--- config.mk ---
export PLATFORM = sky130hd
export DESIGN_NAME = fold_sig_accum
export DESIGN_NICKNAME = d
export VERILOG_FILES = /design/src/rtl/fold_sig_accum.sv
export SDC_FILE = /design/constraint.sdc
export NUM_CORES = 1
export LEC_CHECK = 0
export CORE_MARGIN = 10
export CORE_UTILIZATION = 30
export DETAILED_ROUTE_END_ITERATION = 8
export DONT_BUFFER_PORTS = 1
export SYNTH_ARGS = -nofsm -noshare
export SYNTH_HDL_FRONTEND = slang
export SYNTH_SLANG_ARGS = --single-unit
--- constraint.sdc ---
create_clock -name clk -period 1.2 [get_ports clk]
set_clock_uncertainty 0.1 [all_clocks]
set_input_delay 0.12 -clock clk [delete_from_list [all_inputs] [get_ports clk]]
set_output_delay 0.12 -clock clk [all_outputs]
set_load 0.02 [all_outputs]
--- src/rtl/fold_sig_accum.sv ---
// rtl/fold_sig_accum.sv - rotate-XOR frame signature accumulator with hold handshake
// Define FOLD_SIG_CNT_EN to add the saturating beat_cnt output.
module fold_sig_accum #(
  parameter logic [7:0] SEED_A = 8'hA5,
  parameter logic [7:0] SEED_B = 8'h5A
) (
  input  logic       clk,
  input  logic       rst,
  input  logic       in_valid,
  output logic       in_ready,
  input  logic [7:0] in_aa,
  input  logic [7:0] in_bb,
  input  logic       in_last,
  output logic       out_valid,
  input  logic       out_ready,
  output logic [7:0] sig_a,
  output logic [7:0] sig_b
`ifdef FOLD_SIG_CNT_EN
  ,
  output logic [7:0] beat_cnt
`endif
);

  localparam logic [0:0] ST_ACCUM = 1'b0;
  localparam logic [0:0] ST_HOLD  = 1'b1;

  logic [0:0] state_q, state_d;
  logic       in_ready_q, in_ready_d;
  logic [7:0] sig_a_q, sig_a_d;
  logic [7:0] sig_b_q, sig_b_d;

  function automatic logic [7:0] rotl1(input logic [7:0] x);
    return {x[6:0], x[7]};
  endfunction

  always_comb begin
    state_d = state_q;
    sig_a_d = sig_a_q;
    sig_b_d = sig_b_q;
    case (state_q)
      ST_ACCUM: begin
        if (in_valid) begin
          sig_a_d = rotl1(sig_a_q) ^ in_aa;
          sig_b_d = rotl1(sig_b_q) ^ in_bb;
          if (in_last) state_d = ST_HOLD;
        end
      end
      ST_HOLD: begin
        if (out_ready) begin
          state_d = ST_ACCUM;
          sig_a_d = SEED_A;
          sig_b_d = SEED_B;
        end
      end
    endcase
    // in_ready is its own flop so the output never decodes state combinationally
    in_ready_d = (state_d == ST_ACCUM);
  end

  always_ff @(posedge clk) begin
    if (rst) begin
      state_q    <= ST_ACCUM;
      in_ready_q <= 1'b1;
      sig_a_q    <= SEED_A;
      sig_b_q    <= SEED_B;
    end else begin
      state_q    <= state_d;
      in_ready_q <= in_ready_d;
      sig_a_q    <= sig_a_d;
      sig_b_q    <= sig_b_d;
    end
  end

  assign in_ready  = in_ready_q;
  assign out_valid = state_q[0];
  assign sig_a     = sig_a_q;
  assign sig_b     = sig_b_q;

`ifdef FOLD_SIG_CNT_EN
  logic [7:0] cnt_q, cnt_d;

  always_comb begin
    cnt_d = cnt_q;
    if (state_q == ST_ACCUM) begin
      if (in_valid && (cnt_q != 8'hFF)) cnt_d = cnt_q + 8'd1;
    end else if (out_ready) begin
      cnt_d = 8'd0;
    end
  end

  always_ff @(posedge clk) begin
    if (rst) cnt_q <= 8'd0;
    else     cnt_q <= cnt_d;
  end

  assign beat_cnt = cnt_q;
`endif

endmodule
==> key figures, run 1 <==
Run status
  – Outcome: finished, violations left
  – Failing checks: negative setup slack

Detailed routing
  – Routed Wire Length: 2.25 mm
  – Via count: 646
  – WL/cell: between 15 and 20 um
  – Via/cell ratio: slightly above 5
  – First drt pass iteration count: 4
  – Final ANT Viol Nets: 0
  – DRC viols: 0
  – DRT iter0 DRCs: 51

Yosys
  – Mapped Area: roughly 750 sq um
  – #FFs+latches synth: 18
  – Syn Nets: 84
  – Top cell type's share of synthesized area: 0.478
  – Yosys top cell by area: dfxtp_1
  – Yosys warning count: 0
  – Mapped Cells: 63
  – Register area share after synthesis: 0.478
  – Cell variety after synth: 15
  – Synth top area cells: dfxtp_1 (48%), xor2_1 (19%), a32o_1 (11%)
  – Syn Area/Cell: about 12 sq um

Clock network
  – H-tree Lvls: 1
  – Clk pin slew, worst setup/hold paths: roughly 0.1 ns
  – Inserted Clock Buffers: 3
  – Setup bufs post-CTS: 0
  – Clock insertion delay at the later pin of the skew report: between 0.2 and 0.3 ns
  – CTS Sinks: 18
  – Clock Tree Buf Depth: 2
  – Clock Tree Root: clkbuf_4
  – CTS tree: done

Placed design
  – HPWL after detailed placement: between 1.5 and 2 mm
  – RD Place Congestion: about 0.83
  – PortBufs: 0
  – DP Worst Slack: -0.0612 ns
  – Dpl cells: slightly above 100

Final layout
  – Layout cells sized above 1: 0.223
  – Area delta synth->final: 44.3%
  – Fill count: 240
  – Final Util: 0.448
  – Layout Nets: roughly 120
  – Finished Layout Cells: between 100 and 150

Worst setup path
  – Worst Path Arrival: between 1 and 1.5 ns
  – Reg-to-reg slack, setup: -0.005 ns
  – Worst Path Required: approximately 1.3 ns
  – Nature of the critical path endpoint: flop
  – CP Max Fanout: 8
  – WS Path Type: reg -> reg
  – Startpoint types: flop

Floorplan
  – CORE AREA: about 2400 sq um
  – Ports: 39
  – Full die area: 4920 sq um
  – Rows: 18
  – Initial Utilization: 0.310
  – Die X: about 70 um
  – Die H: 70.2 um

Global routing
  – Initial antenna violation count: 1
  – Pin count of the biggest net entering global routing: 11
  – Global Route Usage Sum: 0.0934
  – Number of global-route vias before repair: roughly 780
  – Global-route wire length before repair: just under 4 mm
  – Congestion Overflow GR: 0

Power
  – Peak VDD IR: 0.000644 V
  – Leakage: between 0.4 and 0.5 nW
  – PD cells: 1220 nW/um^2

Timing
  – Fin. max-slew vios: 0
  – Tmin final: approximately 1.2 ns
  – Final setup vio count: 1
  – Relative slew slack: 0.778
  – Final Hold Vio Count: 0
  – Measured slew at the worst slew-check pin: ~0.33 ns
  – RSZ-0062 raised after global routing: yes
  – Maximum clock frequency: 830 MHz
  – Final worst-path cycle share: 1.00
  – Setup ws final: -0.00497 ns

Worst hold path
  – Hold Crit Class: in -> reg

Flow run
  – MaxCap Viol Count: 0
-- worst paths after layout --
check / cells after the start / start / endpoint
max: 3 / out_valid / sig_a[5]
min: 2 / in_aa[1] / sig_a[1]
max reg2reg: 3 / out_valid / sig_a[5]
min reg2reg: 1 / sig_b[6] / sig_b[6]
-- state kept, by name (all words and copies together), names as in the netlist --
| name | count |
|---|---|
| sig_a | 8 |
| sig_b | 8 |
| in_ready | 1 |
| out_valid | 1 |
-- power by group --
part | internal [W] | total, W | leakage (nW) | switching [W]
sequential | 0.000648 | 0.000733 | 0.149 | 0.0000854
combinational | 0.000158 | 0.000284 | 0.261 | 0.000126
clock | 0.000129 | 0.000306 | 0.0150 | 0.000177
-- worst max-delay path, stage by stage (launching register included) --
cell,delay (ns)
dfxtp_4,0.38
buf_6,0.12
a21o_4,0.22
o32a_1,0.28
-- synthesized netlist by cell type --
cell type / n
dfxtp_1: 18
xor2_1: 16
a32o_1: 8
o32a_1: 8
a21oi_1: 2
clkbuf_1: 2
a21o_1: 1
a21o_2: 1
buf_6: 1
nand2b_1: 1
nand3b_1: 1
nor2b_1: 1
nor3b_2: 1
or2b_1: 1
or3b_1: 1
-- cell families (layout without fill, tap and decap cells) --
family	after synthesis	in the layout	share of synthesized area
AO/OA/AOI/OAI	20	20	0.247
flip-flops	18	18	0.478
XOR/XNOR	16	16	0.186
AND/OR/NAND/NOR	6	6	0.0647
buffers and inverters	3	34	0.0249
other	0	1	0
-- placed cells by master (no fill, tap or decap) --
cell | Yosys | final
xor2_1 | 16 | 16
nand2b_2 | 0 | 1
dfxtp_4 | 0 | 1
o32a_1 | 8 | 8
dfxtp_1 | 18 | 17
a21o_4 | 0 | 1
a32o_1 | 8 | 8
clkbuf_4 | 0 | 3
nor2b_1 | 1 | 1
nand3b_1 | 1 | 1
diode_2 | 0 | 1
nor3b_2 | 1 | 1
buf_6 | 1 | 1
clkbuf_1 | 2 | 1
or3b_4 | 0 | 1
dlygate4sd3_1 | 0 | 17
a21o_1 | 1 | 1
a21oi_1 | 2 | 2
or2b_1 | 1 | 1
buf_4 | 0 | 12
-- final cells by class --
type	instances	area, sq um	share of cell area
antenna	1	2.50	0.00230
clock buffer	4	26.3	0.0241
multi-input combinational	42	387	0.355
sequential	18	364	0.334
tap	30	37.5	0.0345
timing repair buffer	30	272	0.249
-- metrics by stage --
stage | power, W | hold WS, ns | area [sq um] | setup TNS, ns
2_1_floorplan | 0.000890 | 0.0794 | 758 | -0.162
3_3_place_gp | 0.000974 | 0.0916 | 875 | -0.310
3_5_place_dp | 0.000979 | 0.0878 | 875 | -0.447
4_1_cts | 0.00135 | 0.00461 | 1090 | -0.0246
5_1_grt | 0.00140 | 0.0233 | 1090 | -0.246
6_report | 0.00132 | 0.0145 | 1090 | -0.00497
-- layer usage --
| metal | track usage | routed length [um] | vias up |
|---|---|---|---|
| li1 | - | - | 305 |
| met1 | 0.0948 | 804 | 307 |
| met2 | 0.167 | 1160 | 30 |
| met3 | 0.0268 | 216 | 4 |
| met4 | 0.0504 | 62 | 0 |
| met5 | 0 | 0 | - |
-- repair_timing --
| item | CTS | global route |
|---|---|---|
| hold buffers | 17 | 0 |
| setup endpoints to repair | 15 | 8 |
| endpoints found under the hold margin | 15 | 0 |
| resized for setup | 4 | 0 |
| gates cloned | 0 | 0 |
Power figures use the tool's default switching activity.
==> run 2, diff against run 1 <==
Settings changed: SETUP_SLACK_MARGIN from default to 0.15.
==> run 2 against run 1 <==
The run still ends with negative setup slack left. Register-to-register slack hardly changed. Highest routed layer unchanged. Sequential cell count stayed put. Worst setup slack worse by 0.0056 ns. First-iteration DRC count is 35% lower. Critical path type unchanged. Utilization is 2.2 points higher. Combinational power is 6% higher. Clock power is 24% higher. Count of clock-buffer cells in the layout stayed put. Non-clock buffer count stayed put.
==> key figures, run 2 (synthesis gave the netlist of run 1 again) <==
Clock network
  – CTS tree: done
  – Clock Tree Root: clkbuf_4
  – Inserted Clock Buffers: 3 (unchanged)
  – CTS Sinks: 18 (unchanged)
  – H-tree Lvls: 1 (unchanged)
  – Clk pin slew, worst setup/hold paths: 0.11 ns (about the same)
  – Clock insertion delay at the later pin of the skew report: 0.30 ns (+0.02 ns)
  – Clock Tree Buf Depth: 2 (unchanged)

Floorplan
  – Rows: 18 (unchanged)
  – Initial Utilization: 0.310 (unchanged)
  – CORE AREA: 2430 sq um (unchanged)
  – Full die area: 4920 sq um (unchanged)
  – Ports: 39 (unchanged)
  – Die H: 70.2 um (unchanged)
  – Die X: 70.2 um (unchanged)

Detailed routing
  – First drt pass iteration count: 3 (-1)
  – DRT iter0 DRCs: 33 (-35%)
  – WL/cell: 18.4 um (+2.1%)
  – Via count: 642 (-0.62%)
  – DRC viols: 0 (unchanged)
  – Via/cell ratio: 5.18 (+0.18%)
  – Final ANT Viol Nets: 0 (unchanged)
  – Routed Wire Length: 2.28 mm (+1.3%)

Power
  – Peak VDD IR: 0.000978 V (+52%)
  – Power Total: 0.00143 W (+7.8%)
  – Sequential share of power: 0.524 (-0.030)
  – Psw: 0.000412 W (+6.0%)
  – Sw frac: 0.289 (-0.00498)
  – PD cells: 1250 nW/um^2 (+2.8%)
  – Clock network power share: 0.265 (+0.034)
  – Pint: 0.00102 W (+8.6%)
  – Leakage: 0.441 nW (+3.9%)
  – Comb power frac: 0.211 (-0.004)

Global routing
  – Congestion Overflow GR: 0 (unchanged)
  – Global Route Usage Sum: 0.0862 (-0.00713)
  – Initial antenna violation count: 0 (-1)
  – Global-route wire length before repair: 3.47 mm (-10%)
  – Pin count of the biggest net entering global routing: 11 (unchanged)
  – Number of global-route vias before repair: 655 (-16%)

Worst setup path
  – FF-to-FF Start: out_valid
  – Worst Path Arrival: 1.30 ns (+0.02 ns)
  – Worst Path Required: 1.29 ns (+0.02 ns)
  – Startpoint types: flop
  – Nature of the critical path endpoint: flop
  – CP Max Fanout: 8 (unchanged)
  – WS Path Type: reg -> reg
  – Critical path origin: out_valid

Placed design
  – RD Place Congestion: 0.778 (-6.8%)
  – HPWL after detailed placement: 1.61 mm (+0.30%)
  – PortBufs: 0 (unchanged)

Final layout
  – Diode count: 0 (-1)
  – Storage cell area: 383 sq um (+5.2%)
  – Fill count: 219 (-8.8%)
  – Area of the multi-input gates: 388 sq um (+0.32%)
  – Most frequent cells in the layout: dlygate4sd3_1 (17), xor2_1 (16), dfxtp_2 (15)
  – Area delta synth->final: 51.4%
  – Layout cells sized above 1: 0.415 (+0.191)
  – Final Util: 0.470 (+0.0221)
  – Most common library cell in the layout ignoring fill and taps: dlygate4sd3_1
  – Layout Nets: 116 (unchanged)

Run status
  – Failing checks: negative setup slack
  – Outcome: finished, violations left

Timing
  – Fin. max-slew vios: 0 (unchanged)
  – Relative slew slack: 0.677 (-0.102)
  – Setup ws final: -0.0105 ns (-0.00555 ns)
  – Tmin final: 1.21 ns (+0.00555 ns)
  – RSZ-0062 raised after global routing: yes
  – Final Hold Vio Count: 0 (unchanged)
  – Final worst-path cycle share: 1.01 (+0.00463)
  – Measured slew at the worst slew-check pin: 0.483 ns (+0.151 ns)
  – Final setup vio count: 6 (+5)
  – Hold slack: 0.00491 ns (-0.00955 ns)
  – Maximum clock frequency: 826 MHz (-0.46%)

Worst hold path
  – Worst hold start: in_aa[6]
  – Hold Crit Class: in -> reg

Flow run
  – MaxCap Viol Count: 0 (unchanged)
## run 2: worst paths after layout
kind              cells after the start        to  slack (ns)
setup / recovery                      2  sig_b[4]       -0.01
hold / removal                        2  sig_a[6]       0.005
setup reg to reg                      2  sig_b[4]       -0.01
hold reg to reg                       1  sig_a[2]        0.43
## run 2: area by class of cell
class	instances	area share
Multi-Input combinational cell	42	0.340
Sequential cell	18	0.335
Timing Repair Buffer	30	0.261
Clock buffer	4	0.0318
Tap cell	30	0.0329
## run 2: critical path, cell delays in order, from the launching register on
cell     delay (ns)
dfxtp_4        0.38
or3b_4         0.44
o32a_1         0.19
## run 2: stage by stage
step	area (sq um)	setup TNS (ns)	cells	setup slack (ns)
6_report	1140	-0.0364	124	-0.0105
5_1_grt	1140	-0.334	124	-0.0475
4_1_cts	1030	-0.00649	116	-0.00649
3_5_place_dp	852	-0.823	100	-0.0880
3_3_place_gp	852	-0.587	100	-0.0757
2_1_floorplan	759	-0.162	63	-0.0202
## run 2: routing by layer
layer  track usage  up-vias  share of wire  routed length [um]
met5             0        -              0                   0
met4        0.0263        0         0.0092                  21
met3        0.0452        2          0.088                 201
met2         0.145       24           0.49                1110
met1        0.0908      311           0.41                 940
li1              -      305              -                   -
## run 2: power by group through the flow
stage / Combinational, W / Clock (W) / Sequential, W
floorplan: 0.000125 / 0 / 0.000766
global placement: 0.000216 / 0 / 0.000747
detailed placement: 0.000220 / 0 / 0.000749
CTS: 0.000262 / 0.000381 / 0.000741
global route: 0.000324 / 0.000423 / 0.000755
finish: 0.000302 / 0.000378 / 0.000747
## run 2: what timing repair did
item,4_1_cts,5_1_grt
hold buffers,12,5
hold endpoints to repair,10,5
buffers inserted,0,3
pin swaps,0,2
endpoints found under the setup margin,27,34
gates resized for setup,13,14
==> run 3, diff against run 2 <==
Clock period 1.2 ns to 1.5 ns, I/O delays scaled along.
==> run 3 against run 2 <==
The run now ends clean. Critical path depth rose by 1. Worst setup slack improved by 0.20 ns. First-iteration DRC count is 55% higher. Combinational power down 49%. Global-route usage is essentially flat. Wire length fell by 7.2%. Sequential power fell by 18%. Count of clock-buffer cells in the layout stayed put. Hold slack improved by 0.0056 ns. Sequential share of layout area grew 4.0 points.
==> key figures, run 3 (synthesis gave the netlist of run 1 again) <==
Clock network
  – Inserted Clock Buffers: 3 (unchanged)
  – H-tree Lvls: 1 (unchanged)
  – CTS tree: done
  – Setup bufs post-CTS: 0 (unchanged)
  – Clock Tree Buf Depth: 2 (unchanged)
  – Clock Tree Root: clkbuf_4
  – CTS Sinks: 18 (unchanged)
  – Clk pin slew, worst setup/hold paths: 0.11 ns (about the same)
  – Clock insertion delay at the later pin of the skew report: 0.30 ns (about the same)

Final layout
  – Area delta synth->final: 27.4%
  – Final Util: 0.395 (-0.0746)
  – Most frequent cells in the layout: dfxtp_1 (18), xor2_1 (16), dlygate4sd3_1 (12)
  – Most common library cell in the layout ignoring fill and taps: dfxtp_1
  – Layout Nets: 101 (-13%)
  – Layout cells sized above 1: 0.127 (-0.288)
  – Fill count: 246 (+12%)
  – Diode count: 0 (unchanged)

Global routing
  – Pin count of the biggest net entering global routing: 11 (unchanged)
  – Global Route Usage Sum: 0.0865 (+0.000262)
  – Congestion Overflow GR: 0 (unchanged)
  – Initial antenna violation count: 0 (unchanged)
  – Number of global-route vias before repair: 632 (-3.5%)
  – Global-route wire length before repair: 3.41 mm (-1.8%)

Worst hold path
  – Hold Crit Depth: 2 (unchanged)
  – Hold Crit Class: in -> reg

Timing
  – Fin. max-slew vios: 0 (unchanged)
  – Final setup vio count: 0 (-6)
  – Final worst-path cycle share: 0.875 (-0.134)
  – RSZ-0062 raised after global routing: yes
  – Measured slew at the worst slew-check pin: 0.393 ns (-0.0902 ns)
  – Hold slack: 0.0105 ns (+0.00562 ns)
  – Final Hold Vio Count: 0 (unchanged)
  – Relative slew slack: 0.738 (+0.0613)
  – Maximum clock frequency: 762 MHz (-7.7%)
  – Setup ws final: 0.188 ns (+0.199 ns)
  – Setup tns final: 0 ns (+0.0364 ns)
  – Tmin final: 1.31 ns (+0.101 ns)

Floorplan
  – Die H: 70.2 um (unchanged)
  – CORE AREA: 2430 sq um (unchanged)
  – Full die area: 4920 sq um (unchanged)
  – Die X: 70.2 um (unchanged)
  – Ports: 39 (unchanged)
  – Initial Utilization: 0.310 (unchanged)
  – Rows: 18 (unchanged)

Worst setup path
  – CP Max Fanout: 7 (-1)
  – WS Path Type: reg -> reg
  – Crit-path cells: buf_4 -> or2b_1 -> a21o_1
  – Reg-to-reg slack, setup: 0.19 ns (+0.20 ns)
  – Worst Path Arrival: 1.42 ns (+0.12 ns)
  – Nature of the critical path endpoint: flop
  – Worst-case reg-to-reg path depth: 3 (+1)
  – Startpoint types: flop
  – Worst Path Required: 1.61 ns (+0.32 ns)
  – Critical-path top delay cell: dfxtp_1
  – CP peak stage delay: 0.49 ns (+0.05 ns)

Detailed routing
  – Via count: 594 (-7.5%)
  – First drt pass iteration count: 4 (+1)
  – Routed Wire Length: 2.11 mm (-7.2%)
  – DRC viols: 0 (unchanged)
  – WL/cell: 19.4 um (+5.6%)
  – DRT iter0 DRCs: 51 (+55%)
  – Via/cell ratio: 5.45 (+5.3%)
  – Final ANT Viol Nets: 0 (unchanged)

Flow run
  – MaxCap Viol Count: 0 (unchanged)

Placed design
  – HPWL after detailed placement: 1.57 mm (-2.3%)
  – RD Place Congestion: 0.802 (+3.1%)
  – DP Worst Slack: 0.187 ns (+0.275 ns)
  – PortBufs: 0 (unchanged)

Power
  – Peak VDD IR: 0.000601 V (-39%)
  – Power Total: 0.00106 W (-26%)
  – Leakage: 0.362 nW (-18%)
  – PD cells: 1110 nW/um^2 (-11%)

Run status
  – Outcome: finished clean
run 3: cell types whose count changed in the layout (fill, tap and decap cells not counted), sizes merged:
cell / before / now
buf: 13 / 3
dlygate4sd3: 17 / 12
run 3: timing repair:
action | in CTS | in global routing
hold endpoints to repair | 10 | 0
setup endpoints to repair | 0 | 13
gates resized for setup | 0 | 2
hold buffers | 12 | 0
run 3: area by class of cell:
| class | count | area [sq um] | area share |
|---|---|---|---|
| multi-input combinational | 42 | 384 | 0.400 |
| sequential | 18 | 360 | 0.375 |
| timing repair buffer | 15 | 143 | 0.148 |
| tap | 30 | 37.5 | 0.0391 |
| clock buffer | 4 | 36.3 | 0.0378 |
run 3: stage by stage:
| step | cell area (sq um) | instances |
|---|---|---|
| floorplan | 754 | 63 |
| global placement | 796 | 93 |
| detailed placement | 796 | 93 |
| CTS | 952 | 109 |
| global route | 961 | 109 |
| finish | 961 | 109 |
run 3: path summary, 6_finish.rpt:
kind / from / end
worst min-delay path: in_bb[2] / sig_b[2]
worst max-delay path: out_valid / in_ready
worst max register to register: out_valid / in_ready
worst min register to register: sig_b[5] / sig_b[5]
run 3: where the power goes:
part / internal [W] / total [W] / switching (W)
clock network: 0.000148 / 0.000295 / 0.000147
logic: 0.0000907 / 0.000155 / 0.0000642
registers: 0.000519 / 0.000613 / 0.0000945
total: 0.000757 / 0.00106 / 0.000306
run 3: per-layer routing:
layer  GRT usage  vias to the layer above  share of wire
li1            -                      276              -
met1      0.0843                      283           0.35
met2       0.143                       33           0.51
met3      0.0565                        2           0.13
met4      0.0329                        0          0.012
met5           0                        -              0
run 3: critical path, delay by kind of cell (launching register included):
| kind | cells | cell delay (ns) |
|---|---|---|
| compound gates | 1 | 0.16 |
| buf+inv | 1 | 0.21 |
| flops | 1 | 0.49 |
| simple gates | 1 | 0.26 |
